===== config.mk =====
export PLATFORM = sky130hd
export DESIGN_NAME = operand_entry_flat
export DESIGN_NICKNAME = d
export VERILOG_FILES = /design/src/rtl/operand_entry_pkg.sv /design/src/rtl/operand_entry_if.sv /design/src/rtl/operand_entry_key_debounce.sv /design/src/rtl/operand_entry.sv /design/src/flat_wrapper.sv
export SDC_FILE = /design/constraint.sdc
export NUM_CORES = 1
export LEC_CHECK = 0
export ABC_AREA = 0
export BUFFER_PORTS_ARGS = -buffer_cell sky130_fd_sc_hd__buf_4
export CAP_MARGIN = 0
export CORE_MARGIN = 2
export CORE_UTILIZATION = 40
export CTS_CLUSTER_DIAMETER = 200
export DETAILED_ROUTE_END_ITERATION = 6
export HOLD_SLACK_MARGIN = 0.1
export REMOVE_ABC_BUFFERS = 1
export SKIP_LAST_GASP = 1
export SLEW_MARGIN = 40
export SYNTH_ARGS = -nofsm -noshare
export SYNTH_HDL_FRONTEND = slang
export SYNTH_SLANG_ARGS = --single-unit

===== constraint.sdc =====
create_clock -name clk -period 1.9 [get_ports clk]
set_clock_uncertainty 0.05 [all_clocks]
set_input_delay 0 -clock clk [delete_from_list [all_inputs] [get_ports clk]]
set_output_delay 0 -clock clk [all_outputs]
set_load 0.005 [all_outputs]

===== src/rtl/operand_entry_pkg.sv =====
// Shared encodings for operand entry and the comparison block it feeds.
// Latency: n/a (types and constants only); backpressure: n/a.
package operand_entry_pkg;

    localparam int VAL_W = 4;
    localparam int OP_W  = 2;

    typedef enum logic [1:0] {
        S_X    = 2'b00,
        S_Y    = 2'b01,
        S_OP   = 2'b10,
        S_SHOW = 2'b11
    } state_e;

    typedef enum logic [OP_W-1:0] {
        OP_EQ  = 2'b00,
        OP_GT  = 2'b01,
        OP_LT  = 2'b10,
        OP_MAX = 2'b11
    } op_e;

    typedef struct packed {
        logic [VAL_W-1:0] x;
        logic [VAL_W-1:0] y;
        op_e              operation;
    } operand_set_t;

    localparam operand_set_t SET_CLEAR = '0;

    // The operation code rides on the low switch bits.
    function automatic op_e op_from_sw(input logic [VAL_W-1:0] sw);
        return op_e'(sw[OP_W-1:0]);
    endfunction

endpackage


===== src/rtl/operand_entry_if.sv =====
// Board-side keys/switches in, captured operand set and status out.
// Latency: n/a (wiring only); backpressure: none, outputs are level-held.
interface operand_entry_if;
    import operand_entry_pkg::*;

    logic [VAL_W-1:0] sw;
    logic             enter_n;
    logic             cancel_n;
    logic [VAL_W-1:0] x;
    logic [VAL_W-1:0] y;
    logic [OP_W-1:0]  operation;
    logic             valid;
    logic             new_set;
    logic [1:0]       stage;

    modport master (
        output sw, enter_n, cancel_n,
        input  x, y, operation, valid, new_set, stage
    );

    modport slave (
        input  sw, enter_n, cancel_n,
        output x, y, operation, valid, new_set, stage
    );

endinterface


===== src/rtl/operand_entry_key_debounce.sv =====
// Synchronizes and debounces one active-low key, emitting a one-cycle press pulse.
// Latency: 2 + DEBOUNCE_CYCLES cycles from a held edge; backpressure: none.
module key_debounce #(
    parameter int DEBOUNCE_CYCLES = 500000,
    parameter int CNT_W           = 20
) (
    input  logic clk,
    input  logic rst_n,
    input  logic key_n,
    output logic press
);

    localparam logic [CNT_W-1:0] CNT_LAST = CNT_W'(DEBOUNCE_CYCLES - 1);

    logic             meta_q, meta_d;
    logic             sync_q, sync_d;
    logic             stable_q, stable_d;
    logic             press_q, press_d;
    logic [CNT_W-1:0] cnt_q, cnt_d;

    always_comb begin
        meta_d   = key_n;
        sync_d   = meta_q;
        stable_d = stable_q;
        cnt_d    = cnt_q;
        press_d  = 1'b0;
        if (sync_q == stable_q) begin
            cnt_d = '0;
        end else if (cnt_q == CNT_LAST) begin
            stable_d = sync_q;
            cnt_d    = '0;
            // Only the released->pressed transition is an event.
            press_d  = stable_q & ~sync_q;
        end else begin
            cnt_d = cnt_q + 1'b1;
        end
    end

    always_ff @(posedge clk or negedge rst_n) begin
        if (!rst_n) begin
            meta_q   <= 1'b1;
            sync_q   <= 1'b1;
            stable_q <= 1'b1;
            cnt_q    <= '0;
            press_q  <= 1'b0;
        end else begin
            meta_q   <= meta_d;
            sync_q   <= sync_d;
            stable_q <= stable_d;
            cnt_q    <= cnt_d;
            press_q  <= press_d;
        end
    end

    assign press = press_q;

endmodule


===== src/rtl/operand_entry.sv =====
// Sequences x, y, operation capture from debounced enter/cancel keys.
// Latency: outputs update one cycle after a press pulse; backpressure: none.
module operand_entry
    import operand_entry_pkg::*;
#(
    parameter int DEBOUNCE_CYCLES = 500000,
    parameter int CNT_W           = 20
) (
    input  logic            clk,
    input  logic            rst_n,
    operand_entry_if.slave  bus
);

    logic enter_evt;
    logic cancel_evt;

    key_debounce #(
        .DEBOUNCE_CYCLES (DEBOUNCE_CYCLES),
        .CNT_W           (CNT_W)
    ) u_enter (
        .clk   (clk),
        .rst_n (rst_n),
        .key_n (bus.enter_n),
        .press (enter_evt)
    );

    key_debounce #(
        .DEBOUNCE_CYCLES (DEBOUNCE_CYCLES),
        .CNT_W           (CNT_W)
    ) u_cancel (
        .clk   (clk),
        .rst_n (rst_n),
        .key_n (bus.cancel_n),
        .press (cancel_evt)
    );

    state_e       state_q, state_d;
    operand_set_t set_q, set_d;
    logic         valid_q, valid_d;
    logic         new_set_q, new_set_d;

    always_comb begin
        state_d   = state_q;
        set_d     = set_q;
        valid_d   = valid_q;
        new_set_d = 1'b0;
        // Cancel outranks a coincident enter.
        if (cancel_evt) begin
            state_d = S_X;
            set_d   = SET_CLEAR;
            valid_d = 1'b0;
        end else if (enter_evt) begin
            unique case (state_q)
                S_X: begin
                    set_d.x = bus.sw;
                    state_d = S_Y;
                end
                S_Y: begin
                    set_d.y = bus.sw;
                    state_d = S_OP;
                end
                S_OP: begin
                    set_d.operation = op_from_sw(bus.sw);
                    valid_d         = 1'b1;
                    new_set_d       = 1'b1;
                    state_d         = S_SHOW;
                end
                S_SHOW: begin
                    valid_d = 1'b0;
                    state_d = S_X;
                end
                default: state_d = S_X;
            endcase
        end
    end

    always_ff @(posedge clk or negedge rst_n) begin
        if (!rst_n) begin
            state_q   <= S_X;
            set_q     <= SET_CLEAR;
            valid_q   <= 1'b0;
            new_set_q <= 1'b0;
        end else begin
            state_q   <= state_d;
            set_q     <= set_d;
            valid_q   <= valid_d;
            new_set_q <= new_set_d;
        end
    end

    assign bus.x         = set_q.x;
    assign bus.y         = set_q.y;
    assign bus.operation = set_q.operation;
    assign bus.valid     = valid_q;
    assign bus.new_set   = new_set_q;
    assign bus.stage     = state_q;

endmodule


===== src/flat_wrapper.sv =====
// flat-port wrapper written by rule: the top's interface ports become plain ports
module operand_entry_flat import operand_entry_pkg::*;
#(
    parameter int DEBOUNCE_CYCLES = 500000,
    parameter int CNT_W           = 20
)
  (clk, rst_n, bus_sw, bus_enter_n, bus_cancel_n, bus_x, bus_y, bus_operation, bus_valid, bus_new_set, bus_stage);
  operand_entry_if bus_i ();
  input  logic clk;
  input  logic rst_n;
  input wire logic [$bits(bus_i.sw)-1:0] bus_sw;
  input wire logic [$bits(bus_i.enter_n)-1:0] bus_enter_n;
  input wire logic [$bits(bus_i.cancel_n)-1:0] bus_cancel_n;
  output wire logic [$bits(bus_i.x)-1:0] bus_x;
  output wire logic [$bits(bus_i.y)-1:0] bus_y;
  output wire logic [$bits(bus_i.operation)-1:0] bus_operation;
  output wire logic [$bits(bus_i.valid)-1:0] bus_valid;
  output wire logic [$bits(bus_i.new_set)-1:0] bus_new_set;
  output wire logic [$bits(bus_i.stage)-1:0] bus_stage;
  assign bus_i.sw = bus_sw;
  assign bus_i.enter_n = bus_enter_n;
  assign bus_i.cancel_n = bus_cancel_n;
  assign bus_x = bus_i.x;
  assign bus_y = bus_i.y;
  assign bus_operation = bus_i.operation;
  assign bus_valid = bus_i.valid;
  assign bus_new_set = bus_i.new_set;
  assign bus_stage = bus_i.stage;
  operand_entry #(.DEBOUNCE_CYCLES(DEBOUNCE_CYCLES), .CNT_W(CNT_W)) u_core (.clk(clk), .rst_n(rst_n), .bus(bus_i));
endmodule

=== Yosys cells after proc, flatten, opt, wreduce, memory -nomap -nowiden ===
Index checks and enable logic that the tools add are counted.

* Reduce and logical (&&, ||, !) cells: 12
* Eq/ne operators: 7
* Muxes and demuxes: 22
* Bitwise logic cells: 6
* Add/subtract/negate cells: 2

{| class="wikitable"
|+ Operators by type and width
! cell !! count
|-
| 20-bit two-way mux || 4
|-
| 20-bit by 1-bit adder with 20-bit output (second input constant) || 2
|-
| 20-bit by 19-bit == test with 1-bit output (second input constant) || 2
|-
| 10-bit two-way mux || 2
|-
| 2-bit AND reduction || 6
|-
| 1-bit two-way mux || 9
|-
| 4-bit two-way mux || 2
|-
| 2-bit one-hot mux with 4 select lines || 1
|-
| 2-bit nonzero test || 4
|-
| 2-bit two-way mux || 3
|-
| 2-bit == test (second input constant) || 2
|-
| 1-bit inverter || 4
|-
| 3-bit nonzero test || 1
|-
| 1-bit AND || 2
|-
| 1-bit == test || 2
|-
| 2-bit by 1-bit == test with 1-bit output (second input constant) || 1
|-
| 2-bit zero test || 1
|-
| 1-bit one-hot mux with 2 select lines || 1
|}

* Output and inout port bits: 14
* Bits of input ports: 8
* Word-level logic and storage cells: 65
* Bits in registers: 62

=== Longest topological paths before layout ===
* Depth after elaboration: 4
* Depth in mapped cells: 7
* Gate-level depth less buffers: 5

=== By module ===
From an unflattened synthesis, not the netlist that was laid out.

* Cell total of the unflattened synthesis: 285
* Area total of the unflattened synthesis: 3076.7 um^2

{| class="wikitable"
|+ By module, submodules not included
! module !! sequential area each (um^2) !! cells each !! area each (um^2) !! instances
|-
| key_debounce (u_core.u_cancel) || 604.3 || 114 || 1216.2 || 1
|-
| key_debounce (u_core.u_enter) || 604.3 || 113 || 1176.1 || 1
|-
| operand_entry || 350.3 || 58 || 684.4 || 1
|}

=== Worst setup path after synthesis ===
Ideal clock, no wire load.

* Path type: register to register
* Start point: register u_core.u_cancel.cnt_q[0]
* End point: register u_core.u_cancel.cnt_q[18]
* Data required time: 1772 ps
* Cell stages (with the launch flop): 6
* Arrival time: 1712 ps
* Period minus slack after synthesis: 1839 ps
* Setup time: 78 ps
* Slack: 61 ps
* Buffers on the path: 0
* Cell sequence: dfrtp_1 -> ha_1 -> nand4_2 -> nor4_1 -> or3b_1 -> a21oi_1

* Longest elaborated chain between the ends: 3
* Elaborated cells on any way between the ends: 4
* Classes of those cells: add/sub (1); eq/ne (1); mux (2)

{| class="wikitable"
|+ Ends and longest elaborated chain
! what !! line !! RTL
|-
| from (decl) || operand_entry_key_debounce.sv:19 || <nowiki>logic [CNT_W-1:0] cnt_q, cnt_d;</nowiki>
|-
| from (signal assigned) || operand_entry_key_debounce.sv:50 || <nowiki>cnt_q <= cnt_d;</nowiki>
|-
| 20-bit by 1-bit adder with 20-bit output / 20-bit by 19-bit == test with 1-bit output (equally long branches) || operand_entry_key_debounce.sv:35, operand_entry_key_debounce.sv:29 ||
|-
| 20-bit two-way mux (*) || operand_entry_key_debounce.sv:29 || <nowiki>end else if (cnt_q == CNT_LAST) begin</nowiki>
|-
| 20-bit two-way mux (*) || operand_entry_key_debounce.sv:27 || <nowiki>if (sync_q == stable_q) begin</nowiki>
|-
| via u_core.u_cancel.cnt_d[18] || operand_entry_key_debounce.sv:19 ||
|}

The timed path passes the listed nets; every way through them passes the cells marked *.
A chain may end at the register's enable or synchronous reset.

=== Worst setup path in the final report ===
* Start point: register u_core.u_cancel.cnt_q[7]
* End point: register u_core.u_cancel.stable_q

* Longest elaborated chain between the ends: 2

{| class="wikitable"
|+ Ends and longest elaborated chain
! what !! line !! RTL
|-
| 20-bit by 19-bit == test with 1-bit output || operand_entry_key_debounce.sv:29 ||
|-
| 2-bit AND reduction (no line) || - ||
|-
| to (signal assigned) || operand_entry_key_debounce.sv:49 || <nowiki>stable_q <= stable_d;</nowiki>
|-
| to (decl) || operand_entry_key_debounce.sv:17 || <nowiki>logic stable_q, stable_d;</nowiki>
|}

Every way passes these cells.

==> impl_metrics.toml <==
[pwr]
p_leak_nw = 1.55
clockPowerShare_pct = 40.7
p_total_w = 0.00244
peakVddDrop_v = 0.000338
comb_power_share_pct = 4.0
powerDensity_nw_per_um2 = 670
power.share.sequential_pct = 55.3
p_int_w = 0.00188
switchingPower_w = 0.000563
p_sw_share_pct = 23.0

[floorplan]
die_w_um = 90.6
fp.dieArea_um2 = 8210
pin_count = 22
start_util_pct = 41.3
rows = 31
core_um2 = 7250
die-height_um = 90.6

[sta]
finalSetupViolCount = 0
worstMarginPinSlew_ns = 0.549
finalCritPeriodShare_pct = 94.5
fmax_mhz = 557
hold_viol = 0
whs_ns = 0.161
rsz0062_at_grt = "true"
max_slew_margin_pct = 63.4
slew_viol_final = 0
period_minus_slack_ns = 1.80

[critical_path]
crit_arrival_ns = 2.00
crit_path_max_fanout = 5
crit_type = "flop to flop"
critPathLaunchType = "flop"
critPathRequiredTime_ns = 2.11
setup.worst_path.end_class = "flop"

[final_layout]
final_common_cell = "dfrtp_1"
final_nets = 366
final_cells = 453
area_delta_synth_final_pct = 21.7
antennaDiodeCount = 0
post_route_cells_drive_above_1_share_pct = 20.6
utilization_pct = 50.3
final_cell_area_um2 = 3650
layout_common_cells = "dfrtp_1, nor2_1, buf_4, nand2_1, nand3_1"

[clock_network]
cts.path.max_buffers = 2
cts-buffers-inserted = 9
clk_pin_slew_ns = 0.07
clk_latency_ns = 0.33
cts_setup_buffers = 0
cts_tree = "done"
cts_root_buf = "clkbuf_8"
cts_max_level = 3
cts_sinks = 62

[synth]
ys_ff_latch = 62
avgSynthCellArea_um2 = 10.1
ys_types = 36
ys_warn_count = 0
syn_inst = 298
seq_area_frac_synth_pct = 52.0
netlist_area_um2 = 3000

[detailed_routing]
dr.pass1.iters = 4
vias = 2313
drtAntennaViolNets = 0
wl_per_cell_um = 12.9
viasPerCell = 5.11
drt-initial-drc-count = 90
wirelength_mm = 5.85
drc_errors = 0

[job]
maxCapViolations = 0

[placed_design]
placed_cell_area_um2 = 3390
dp_hpwl_mm = 4.00
port_buffers = 21
gp_congestion = 0.812
dp.cells = 430

[min_path]
hp-class = "input port to async pin"

[grt]
grt_use_total_pct = 15.7
grt_pass1_wl_mm = 10.5
overflow = 0
grt_pass1_vias = 2325
grt_max_degree = 63
antenna_found_initial = 0

[run_status]
status = "finished, final reports clean"
## synth_stat cells
| library cell | number | area [um^2] |
|---|---|---|
| o41ai_1 | 1 | 8.76 |
| or4_1 | 3 | 22.5 |
| buf_6 | 1 | 11.3 |
| xor2_1 | 9 | 78.8 |
| or3b_1 | 1 | 8.76 |
| nand3b_1 | 1 | 7.51 |
| nor2_1 | 45 | 169 |
| dfrtp_1 | 56 | 1400 |
| nand4_4 | 1 | 21.3 |
| and3_1 | 2 | 12.5 |
| o21ai_0 | 2 | 10.0 |
| ha_1 | 9 | 113 |
| mux2i_1 | 2 | 20.0 |
| or3_1 | 3 | 18.8 |
| nand4_2 | 2 | 25.0 |
| or2_1 | 1 | 6.26 |
| a21oi_1 | 17 | 85.1 |
| clkbuf_1 | 3 | 11.3 |
| xnor2_1 | 20 | 175 |
| nor4_1 | 10 | 62.6 |
| o31ai_4 | 1 | 21.3 |
| inv_1 | 14 | 52.6 |
| and4_1 | 3 | 26.3 |
| dfstp_2 | 6 | 158 |
| nor3_1 | 7 | 35.0 |
| o31ai_1 | 3 | 22.5 |
| a21o_1 | 1 | 7.51 |
| nand4_1 | 11 | 68.8 |
| a31oi_1 | 1 | 6.26 |
| mux2_2 | 2 | 22.5 |
| or4_4 | 1 | 11.3 |
| nand2_1 | 23 | 86.3 |
| nor4b_1 | 8 | 70.1 |
| nand3_1 | 23 | 115 |
| buf_2 | 4 | 20.0 |
| a211oi_1 | 1 | 7.51 |
## cell type report
type                            count  area [um^2]
Clock buffer                       12          145
Clock inverter                      4         22.5
Fill cell                         707         3600
Inverter                           14         52.6
Multi-Input combinational cell    214         1360
Sequential cell                    62         1560
Tap cell                           99          124
Timing Repair Buffer               48          382
## through the flow
step	TNS, ns	setup slack [ns]
after floorplan	0	0.0591
after global placement	0	0.0156
after detailed placement	-0.0325	-0.0325
after CTS	0	0.0552
after global routing	-0.00567	-0.00567
final	0	0.104
## per-layer routing
metal  global-route usage, %  wire length, um  vias to the layer above
li1                        -                -                     1143
met1                    20.9             2830                     1125
met2                    24.8             2720                       38
met3                    3.42              203                        7
met4                    6.54               97                        0
met5                       0                0                        -
## power groups by stage
stage	Clock, W	Combinational [W]	Sequential, W
after floorplan	0	0.0000314	0.00137
after global placement	0	0.0000884	0.00138
after detailed placement	0	0.0000893	0.00138
after CTS	0.00103	0.000101	0.00135
after global routing	0.00108	0.000113	0.00135
final	0.000994	0.0000982	0.00135
## path summary, 6_finish.rpt
path,start,to,slack (ns),cells past startpoint
min in group clk,bus_cancel_n,u_core.u_cancel.meta_q,0.27,2
min reg2reg,u_core.u_enter.meta_q,u_core.u_enter.sync_q,0.31,0
min,rst_n,u_core.bus.valid,0.16,2
max reg2reg,u_core.u_cancel.cnt_q[7],u_core.u_cancel.stable_q,0.10,4
max,u_core.u_cancel.cnt_q[7],u_core.u_cancel.stable_q,0.10,4
max in group asynchronous,rst_n,u_core.u_enter.cnt_q[10],1.24,2
## logic make-up after synthesis
| logic type | synth area share [%] |
|---|---|
| mux | 1.42 |
| compound gates | 5.63 |
| simple gates | 25.6 |
| fa+ha+maj | 3.75 |
| buf+inv | 3.17 |
| xor+xnor | 8.47 |
| flops | 52.0 |
## what timing repair did
| item | 4_1_cts | 5_1_grt |
|---|---|---|
| gates resized for setup | 1 | 4 |
| hold endpoints to repair | 68 | 0 |
| endpoints found under the setup margin | 1 | 18 |
| hold buffers | 7 | 0 |
| pin swaps | 0 | 1 |
## registers in the layout (all words and copies together) (netlist names)
name,count
u_core.u_enter.sync_q,1
u_core.u_enter.meta_q,1
u_core.u_enter.press,1
u_core.u_enter.stable_q,1
u_core.bus.x,4
u_core.u_cancel.cnt_q,20
u_core.bus.new_set,1
u_core.bus.operation,2
u_core.u_cancel.press,1
u_core.u_cancel.meta_q,1
u_core.u_enter.cnt_q,20
u_core.bus.y,4
u_core.bus.stage,2
u_core.u_cancel.sync_q,1
u_core.u_cancel.stable_q,1
u_core.bus.valid,1
## critical path: stages (launching register included)
cell and delay, ns:
dfrtp_1 0.42, nor4b_1 0.40, nand3_2 0.17, nor4_1 0.31, mux2_2 0.37
Power figures use the tool's default switching activity.
